File: config.mk
export PLATFORM = sky130hd
export DESIGN_NAME = mcu_encode_scheduler_flat
export DESIGN_NICKNAME = d
export VERILOG_FILES = /design/src/rtl/mcu_encode_scheduler_pkg.sv /design/src/rtl/mcu_encode_scheduler_if.sv /design/src/rtl/mcu_encode_scheduler_tag_pipe.sv /design/src/rtl/mcu_encode_scheduler.sv /design/src/flat_wrapper.sv
export SDC_FILE = /design/constraint.sdc
export NUM_CORES = 1
export LEC_CHECK = 0
export ABC_AREA = 1
export ABC_CLOCK_PERIOD_IN_PS = 1700
export BUFFER_PORTS_ARGS = -buffer_cell sky130_fd_sc_hd__buf_2
export CORE_ASPECT_RATIO = 1.4
export CORE_MARGIN = 5
export CORE_UTILIZATION = 40
export CTS_BUF_LIST = sky130_fd_sc_hd__clkbuf_4 sky130_fd_sc_hd__clkbuf_8
export DETAILED_ROUTE_END_ITERATION = 7
export HOLD_SLACK_MARGIN = 0.1
export PLACE_DENSITY = 0.8
export SLEW_MARGIN = 20
export SYNTH_ARGS = -nofsm -noshare
export SYNTH_HDL_FRONTEND = slang
export SYNTH_SLANG_ARGS = --single-unit
File: constraint.sdc
create_clock -name clk -period 1.7 [get_ports clk]
set_input_delay 0.17 -clock clk [delete_from_list [all_inputs] [get_ports clk]]
set_output_delay 0.17 -clock clk [all_outputs]
set_load 0.05 [all_outputs]
File: src/rtl/mcu_encode_scheduler_pkg.sv
// Shared types and constants for the MCU encode scheduler, component encoders and bit packer.
package mcu_encode_scheduler_pkg;

  localparam int DCT_TH     = 28;
  localparam int PIPE_LAT   = 5;
  localparam int ADDR_SETUP = 2;
  localparam int XW         = 8;
  localparam int CNT_W      = 8;

  typedef enum logic [1:0] {
    COMP_Y  = 2'd0,
    COMP_CB = 2'd1,
    COMP_CR = 2'd2
  } comp_e;

  typedef enum logic [2:0] {
    S_IDLE  = 3'd0,
    S_SETUP = 3'd1,
    S_BURST = 3'd2,
    S_GAP   = 3'd3,
    S_DRAIN = 3'd4
  } state_e;

  typedef struct packed {
    logic  active;
    comp_e comp;
  } tag_t;

  function automatic comp_e next_comp(input comp_e c);
    case (c)
      COMP_Y:  return COMP_CB;
      COMP_CB: return COMP_CR;
      default: return COMP_Y;
    endcase
  endfunction

endpackage

File: src/rtl/mcu_encode_scheduler_if.sv
// Scheduler <-> component encoder bundle: shared read address, burst requests, code returns.
interface mcu_encode_scheduler_if #(
  parameter int XW = 8
);
  logic [XW-1:0] e_x_mcu;
  logic          ereq_y;
  logic          ereq_cb;
  logic          ereq_cr;
  logic [5:0]    elen_y;
  logic [5:0]    elen_cb;
  logic [5:0]    elen_cr;
  logic [31:0]   edata_y;
  logic [31:0]   edata_cb;
  logic [31:0]   edata_cr;

  modport master (
    output e_x_mcu, ereq_y, ereq_cb, ereq_cr,
    input  elen_y, elen_cb, elen_cr, edata_y, edata_cb, edata_cr
  );

  modport slave (
    input  e_x_mcu, ereq_y, ereq_cb, ereq_cr,
    output elen_y, elen_cb, elen_cr, edata_y, edata_cb, edata_cr
  );
endinterface

File: src/rtl/mcu_encode_scheduler_tag_pipe.sv
// encode_tag_pipe: DEPTH-deep {active, comp} delay line aligning burst tags with encoder output.
module mcu_encode_scheduler_tag_pipe
  import mcu_encode_scheduler_pkg::*;
#(
  parameter int DEPTH = PIPE_LAT
) (
  input  logic clk,
  input  logic rst,
  input  logic flush_i,
  input  tag_t tag_i,
  output tag_t tag_o
);

  tag_t [DEPTH-1:0] pipe_q;

  // Flush also drops the tag entering this cycle so nothing issued before it survives.
  always_ff @(posedge clk) begin
    if (rst || flush_i) pipe_q <= '0;
    else                pipe_q <= {pipe_q[DEPTH-2:0], tag_i};
  end

  assign tag_o = pipe_q[DEPTH-1];

endmodule

File: src/rtl/mcu_encode_scheduler.sv
// Sequences Y/Cb/Cr encoder bursts per MCU row, owns the capture page, merges codes to the packer.
module mcu_encode_scheduler
  import mcu_encode_scheduler_pkg::*;
(
  input  logic                  clk,
  input  logic                  rst,
  input  logic                  row_done_i,
  input  logic [XW-1:0]         h_mcu_i,
  input  logic                  vsync_i,
  input  logic                  out_space_i,
  output logic                  page_o,
  output logic                  code_valid_o,
  output logic [5:0]            code_len_o,
  output logic [31:0]           code_data_o,
  output logic                  row_encoded_o,
  output logic                  busy_o,
  output logic                  overrun_o,
  mcu_encode_scheduler_if.master enc
);

  state_e             state_q, state_d;
  logic [CNT_W-1:0]   cnt_q, cnt_d;
  comp_e              comp_q, comp_d;
  logic [XW-1:0]      x_q, x_d, h_q, h_d, x_inc;
  logic               page_q, page_d, ovr_q, ovr_d;
  logic               flush, row_enc, busy;
  tag_t               tag_in, tag_out;
  logic [5:0]         sel_len;
  logic [31:0]        sel_data;

  assign busy  = (state_q != S_IDLE);
  assign x_inc = x_q + XW'(1);

  always_ff @(posedge clk) begin
    if (rst) begin
      state_q <= S_IDLE;
      cnt_q   <= '0;
      comp_q  <= COMP_Y;
      x_q     <= '0;
      h_q     <= XW'(1);
      page_q  <= 1'b0;
      ovr_q   <= 1'b0;
    end else begin
      state_q <= state_d;
      cnt_q   <= cnt_d;
      comp_q  <= comp_d;
      x_q     <= x_d;
      h_q     <= h_d;
      page_q  <= page_d;
      ovr_q   <= ovr_d;
    end
  end

  always_comb begin
    state_d = state_q;
    cnt_d   = cnt_q;
    comp_d  = comp_q;
    x_d     = x_q;
    h_d     = h_q;
    page_d  = page_q;
    ovr_d   = ovr_q;
    flush   = 1'b0;
    row_enc = 1'b0;

    if (busy && (row_done_i || vsync_i)) ovr_d = 1'b1;

    // A frame boundary mid-row abandons the row; in-flight codes are discarded.
    if (busy && vsync_i) begin
      flush   = 1'b1;
      state_d = S_IDLE;
      cnt_d   = '0;
    end else begin
      case (state_q)
        S_IDLE: begin
          if (row_done_i) begin
            page_d  = ~page_q;
            h_d     = (h_mcu_i == '0) ? XW'(1) : h_mcu_i;
            x_d     = '0;
            comp_d  = COMP_Y;
            cnt_d   = '0;
            state_d = S_SETUP;
          end
        end
        S_SETUP: begin
          if (cnt_q < CNT_W'(ADDR_SETUP - 1)) begin
            cnt_d = cnt_q + CNT_W'(1);
          end else if (out_space_i) begin
            cnt_d   = '0;
            state_d = S_BURST;
          end
        end
        S_BURST: begin
          if (cnt_q == CNT_W'(DCT_TH)) begin
            cnt_d   = '0;
            state_d = S_GAP;
          end else begin
            cnt_d = cnt_q + CNT_W'(1);
          end
        end
        S_GAP: begin
          cnt_d   = '0;
          comp_d  = next_comp(comp_q);
          state_d = S_SETUP;
          if (comp_q == COMP_CR) begin
            x_d = x_inc;
            if (x_inc == h_q) state_d = S_DRAIN;
          end
        end
        S_DRAIN: begin
          if (cnt_q == CNT_W'(PIPE_LAT - 1)) begin
            row_enc = 1'b1;
            cnt_d   = '0;
            state_d = S_IDLE;
          end else begin
            cnt_d = cnt_q + CNT_W'(1);
          end
        end
        default: state_d = S_IDLE;
      endcase
    end
  end

  assign enc.e_x_mcu = x_q;
  assign enc.ereq_y  = (state_q == S_BURST) && (comp_q == COMP_Y);
  assign enc.ereq_cb = (state_q == S_BURST) && (comp_q == COMP_CB);
  assign enc.ereq_cr = (state_q == S_BURST) && (comp_q == COMP_CR);

  always_comb begin
    tag_in        = '0;
    tag_in.active = (state_q == S_BURST);
    tag_in.comp   = comp_q;
  end

  mcu_encode_scheduler_tag_pipe #(.DEPTH(PIPE_LAT)) u_tag_pipe (
    .clk     (clk),
    .rst     (rst),
    .flush_i (flush),
    .tag_i   (tag_in),
    .tag_o   (tag_out)
  );

  always_comb begin
    sel_len  = '0;
    sel_data = '0;
    case (tag_out.comp)
      COMP_Y:  begin sel_len = enc.elen_y;  sel_data = enc.edata_y;  end
      COMP_CB: begin sel_len = enc.elen_cb; sel_data = enc.edata_cb; end
      COMP_CR: begin sel_len = enc.elen_cr; sel_data = enc.edata_cr; end
      default: ;
    endcase
    code_valid_o = tag_out.active && (sel_len != '0);
    code_len_o   = code_valid_o ? sel_len  : '0;
    code_data_o  = code_valid_o ? sel_data : '0;
  end

  assign page_o        = page_q;
  assign row_encoded_o = row_enc;
  assign busy_o        = busy;
  assign overrun_o     = ovr_q;

endmodule

File: src/flat_wrapper.sv
// flat-port wrapper written by rule: the top's interface ports become plain ports
module mcu_encode_scheduler_flat import mcu_encode_scheduler_pkg::*;
  (clk, rst, row_done_i, h_mcu_i, vsync_i, out_space_i, page_o, code_valid_o, code_len_o, code_data_o, row_encoded_o, busy_o, overrun_o, enc_e_x_mcu, enc_ereq_y, enc_ereq_cb, enc_ereq_cr, enc_elen_y, enc_elen_cb, enc_elen_cr, enc_edata_y, enc_edata_cb, enc_edata_cr);
  mcu_encode_scheduler_if #(.XW(XW)) enc_i ();
  input  logic clk;
  input  logic rst;
  input  logic row_done_i;
  input  logic [XW-1:0] h_mcu_i;
  input  logic vsync_i;
  input  logic out_space_i;
  output logic page_o;
  output logic code_valid_o;
  output logic [5:0] code_len_o;
  output logic [31:0] code_data_o;
  output logic row_encoded_o;
  output logic busy_o;
  output logic overrun_o;
  output wire logic [$bits(enc_i.e_x_mcu)-1:0] enc_e_x_mcu;
  output wire logic [$bits(enc_i.ereq_y)-1:0] enc_ereq_y;
  output wire logic [$bits(enc_i.ereq_cb)-1:0] enc_ereq_cb;
  output wire logic [$bits(enc_i.ereq_cr)-1:0] enc_ereq_cr;
  input wire logic [$bits(enc_i.elen_y)-1:0] enc_elen_y;
  input wire logic [$bits(enc_i.elen_cb)-1:0] enc_elen_cb;
  input wire logic [$bits(enc_i.elen_cr)-1:0] enc_elen_cr;
  input wire logic [$bits(enc_i.edata_y)-1:0] enc_edata_y;
  input wire logic [$bits(enc_i.edata_cb)-1:0] enc_edata_cb;
  input wire logic [$bits(enc_i.edata_cr)-1:0] enc_edata_cr;
  assign enc_e_x_mcu = enc_i.e_x_mcu;
  assign enc_ereq_y = enc_i.ereq_y;
  assign enc_ereq_cb = enc_i.ereq_cb;
  assign enc_ereq_cr = enc_i.ereq_cr;
  assign enc_i.elen_y = enc_elen_y;
  assign enc_i.elen_cb = enc_elen_cb;
  assign enc_i.elen_cr = enc_elen_cr;
  assign enc_i.edata_y = enc_edata_y;
  assign enc_i.edata_cb = enc_edata_cb;
  assign enc_i.edata_cr = enc_edata_cr;
  mcu_encode_scheduler u_core (.clk(clk), .rst(rst), .row_done_i(row_done_i), .h_mcu_i(h_mcu_i), .vsync_i(vsync_i), .out_space_i(out_space_i), .page_o(page_o), .code_valid_o(code_valid_o), .code_len_o(code_len_o), .code_data_o(code_data_o), .row_encoded_o(row_encoded_o), .busy_o(busy_o), .overrun_o(overrun_o), .enc(enc_i));
endmodule
==> flow_summary.json <==
{
  "relSlewSlack": 0.745,
  "worst_slew_pin_slew_ns": 0.383,
  "overflow": 0,
  "tns_ns": -18.32,
  "ys_warn_count": 0,
  "cts.sinks": 46,
  "fin_worst_skew_ns": 0.00864,
  "fillers": 542,
  "io_buffers": 180,
  "clock_latency_ns": 0.30,
  "start_util": 0.405,
  "grt_pass1_vias": 3961,
  "criticalPathCategory": "flip-flop to primary output",
  "worst-r2r-cell-count": 10,
  "syn_inst": 481,
  "drtIter0Drc": 231,
  "vias": 4053,
  "hp-start": "h_mcu_i[6]",
  "area_growth_syn_to_layout_pct": 81.8,
  "grt_max_degree": 26,
  "cts_htree_levels": 2,
  "ys_ff_latch": 46,
  "clk_path_buf_depth": 2,
  "power_density_mw_per_mm2": 710,
  "fmax_mhz": 443,
  "layout-drive-gt1-share": 0.481,
  "synth-main-ff-cell": "dfxtp_1",
  "required_ns": 1.53,
  "failed_checks": "negative setup slack",
  "die_w_um": 82.5,
  "viasPerCell": 5.11,
  "r2r-start": "u_core.cnt_q[5]$_SDFFE_PP0P_",
  "place_congestion": 0.927,
  "hold_path.class": "primary input to flip-flop",
  "cts-root-buf": "clkbuf_8",
  "leakage_nw": 2.35,
  "antenna_left": 0,
  "synth_edf_count": 0,
  "routedWlPerCell_um": 16.3,
  "cts_tree": "done",
  "synth.top_cell.area_share": 0.313,
  "avgSynthCellArea_um2": 6.12,
  "drv_cap": 0,
  "regToRegSetupSlack_ns": 0.03,
  "finalSetupViolCount": 37,
  "rows": 37,
  "cp-start-kind": "flip-flop",
  "grt_usage": 0.254,
  "syn_area_mm2": 0.00295,
  "r2r_end": "u_core.cnt_q[5]$_SDFFE_PP0P_",
  "nets": 822,
  "clkTransAtPathRegs_ns": 0.09,
  "num_io_pins": 181,
  "antenna_found_initial": 5,
  "worst_slack_ns": -0.556,
  "yosysTopAreaCell": "dfxtp_1",
  "finalPower_mw": 3.80,
  "synth_fp_nets": 611,
  "critPathMaxFanout": 6,
  "core_mm2": 0.00727,
  "ir_drop_mv": 0.990,
  "synth_commonest_cells": "nand2_1 (166), inv_1 (60), dfxtp_1 (46), nor2_1 (39), a21oi_1 (34)",
  "synthArstFlopShare": 0,
  "grt_pass1_wl_um": 18700,
  "drv_slew": 0,
  "dieArea_mm2": 0.00920,
  "worstPathArrival_ns": 2.09,
  "drtPass1Iterations": 4,
  "place_area_mm2": 0.00457,
  "finalCritPeriodShare": 1.33,
  "ys_seq_area_frac": 0.313,
  "drc": 0,
  "cts_buffers": 5,
  "outcome": "finished with violations",
  "holdPathStages": 3,
  "hold_path_end": "u_core.h_q[6]$_SDFFE_PP0P_",
  "postLayoutCellArea_mm2": 0.00536,
  "grt_setup_unrepaired": "true",
  "yosys-top-cells-area": "dfxtp_1 (31%), nand2_1 (21%), inv_1 (7.6%)",
  "worst_setup_path_end_kind": "primary output",
  "die_y_um": 112,
  "finalCriticalPeriod_ns": 2.26,
  "yosysUniqueCellTypes": 34,
  "hold_viol": 0,
  "yosysMostFrequentCell": "nand2_1",
  "drt_wl_total_um": 13000,
  "place_hpwl_um": 9230
}
how the worst max path moves through the flow:
stage                                                     start              to  slack, ns  depth (start not counted)
after floorplan                  u_core.state_q[2]$_SDFFE_PP0P_     enc_ereq_cb      -0.34                          3
after global placement    u_core.u_tag_pipe.tag_o[0]$_SDFF_PP0_  code_data_o[0]      -0.12                         11
after detailed placement  u_core.u_tag_pipe.tag_o[0]$_SDFF_PP0_  code_data_o[0]      -0.20                         11
after CTS                 u_core.u_tag_pipe.tag_o[1]$_SDFF_PP0_  code_data_o[0]      -0.49                         12
after global routing      u_core.u_tag_pipe.tag_o[0]$_SDFF_PP0_  code_data_o[8]      -0.67                         11
final                     u_core.u_tag_pipe.tag_o[0]$_SDFF_PP0_  code_data_o[1]      -0.56                         11
sequential cells by signal, summed over array words and instances, names as in the netlist:
register and cells:
u_core.cnt_q 8, u_core.comp_q 2, u_core.state_q 3, u_core.overrun_o 1, u_core.page_o 1, u_core.u_tag_pipe.tag_o 3
u_core.enc.e_x_mcu 8, u_core.u_tag_pipe.pipe_q 12, u_core.h_q 8
report_power, final:
group,total (mW),switching (mW),leakage (nW),internal (mW)
registers,1.35,0.114,0.381,1.23
clock network,0.707,0.363,0.0517,0.345
logic,1.75,1.07,1.92,0.681
total,3.80,1.55,2.35,2.26
stage by stage:
step	utilization	hold slack (ns)	std cells	worst slack, ns
detailed placement	0.628	0.394	768	-0.202
CTS	0.693	0.163	783	-0.494
finish	0.737	0.168	793	-0.556
global route	0.737	0.195	793	-0.671
floorplan	-	0.238	481	-0.343
global placement	0.628	0.392	768	-0.118
cells in the final DEF, fill, tap and decap left out, types with 3 or more instances in the layout:
master	instances
a21oi_1	22
nand4_1	3
nand3_1	14
clkbuf_8	6
buf_8	4
nor3_1	3
buf_2	137
nor2_4	7
nand2_2	8
nand3_2	6
a22oi_1	11
buf_6	38
dfxtp_4	4
a31oi_4	21
dfxtp_2	8
buf_12	5
o21ai_0	13
o211ai_1	3
nor2_1	32
nor3_2	3
diode_2	3
buf_4	34
inv_1	52
a21oi_4	11
inv_2	13
nor2_2	3
nand2_1	159
dfxtp_1	34
xor2_1	3
logic make-up (layout without fill, tap and decap cells):
logic type      Yosys count  after routing  share of synthesized area
other cells               0              3                          0
buf+inv                  83            295                      0.111
compound gates           94             94                      0.191
simple gates            251            251                      0.361
flops                    46             46                      0.313
fa+ha+maj                 3              3                     0.0127
xor+xnor                  4              4                     0.0119
what timing repair did:
action                     in CTS  in global routing
hold buffers                    0                  0
resized for setup              93                 70
setup endpoints to repair      43                 54
setup buffers                   5                  8
cloned                          2                  0
pin swaps                      11                 16
routing by layer:
layer | GRT usage | part of all wire
met1 | 0.256 | 0.33
met2 | 0.476 | 0.53
met3 | 0.0720 | 0.099
met4 | 0.0916 | 0.031
met5 | 0 | 0.0016
worst max-delay path: stages, from the launching register on:
cell and delay (ns):
dfxtp_2 0.34, inv_2 0.06, nand2_2 0.06, buf_6 0.11
o211ai_1 0.29, nor4_4 0.06, nand2_1 0.12, nand2_4 0.10
buf_12 0.15, buf_12 0.14, a31oi_4 0.16, buf_6 0.18
cell type report:
cell class	instances	area, um2	area share
multi-input combinational	352	2360	0.442
inverter	67	256	0.0479
clock inverter	1	5.00	0.000935
clock buffer	7	90.1	0.0168
sequential	46	946	0.177
tap	97	121	0.0227
timing repair buffer	220	1560	0.292
antenna	3	7.51	0.00140
Note: power is estimated with default switching activity, not from simulation.
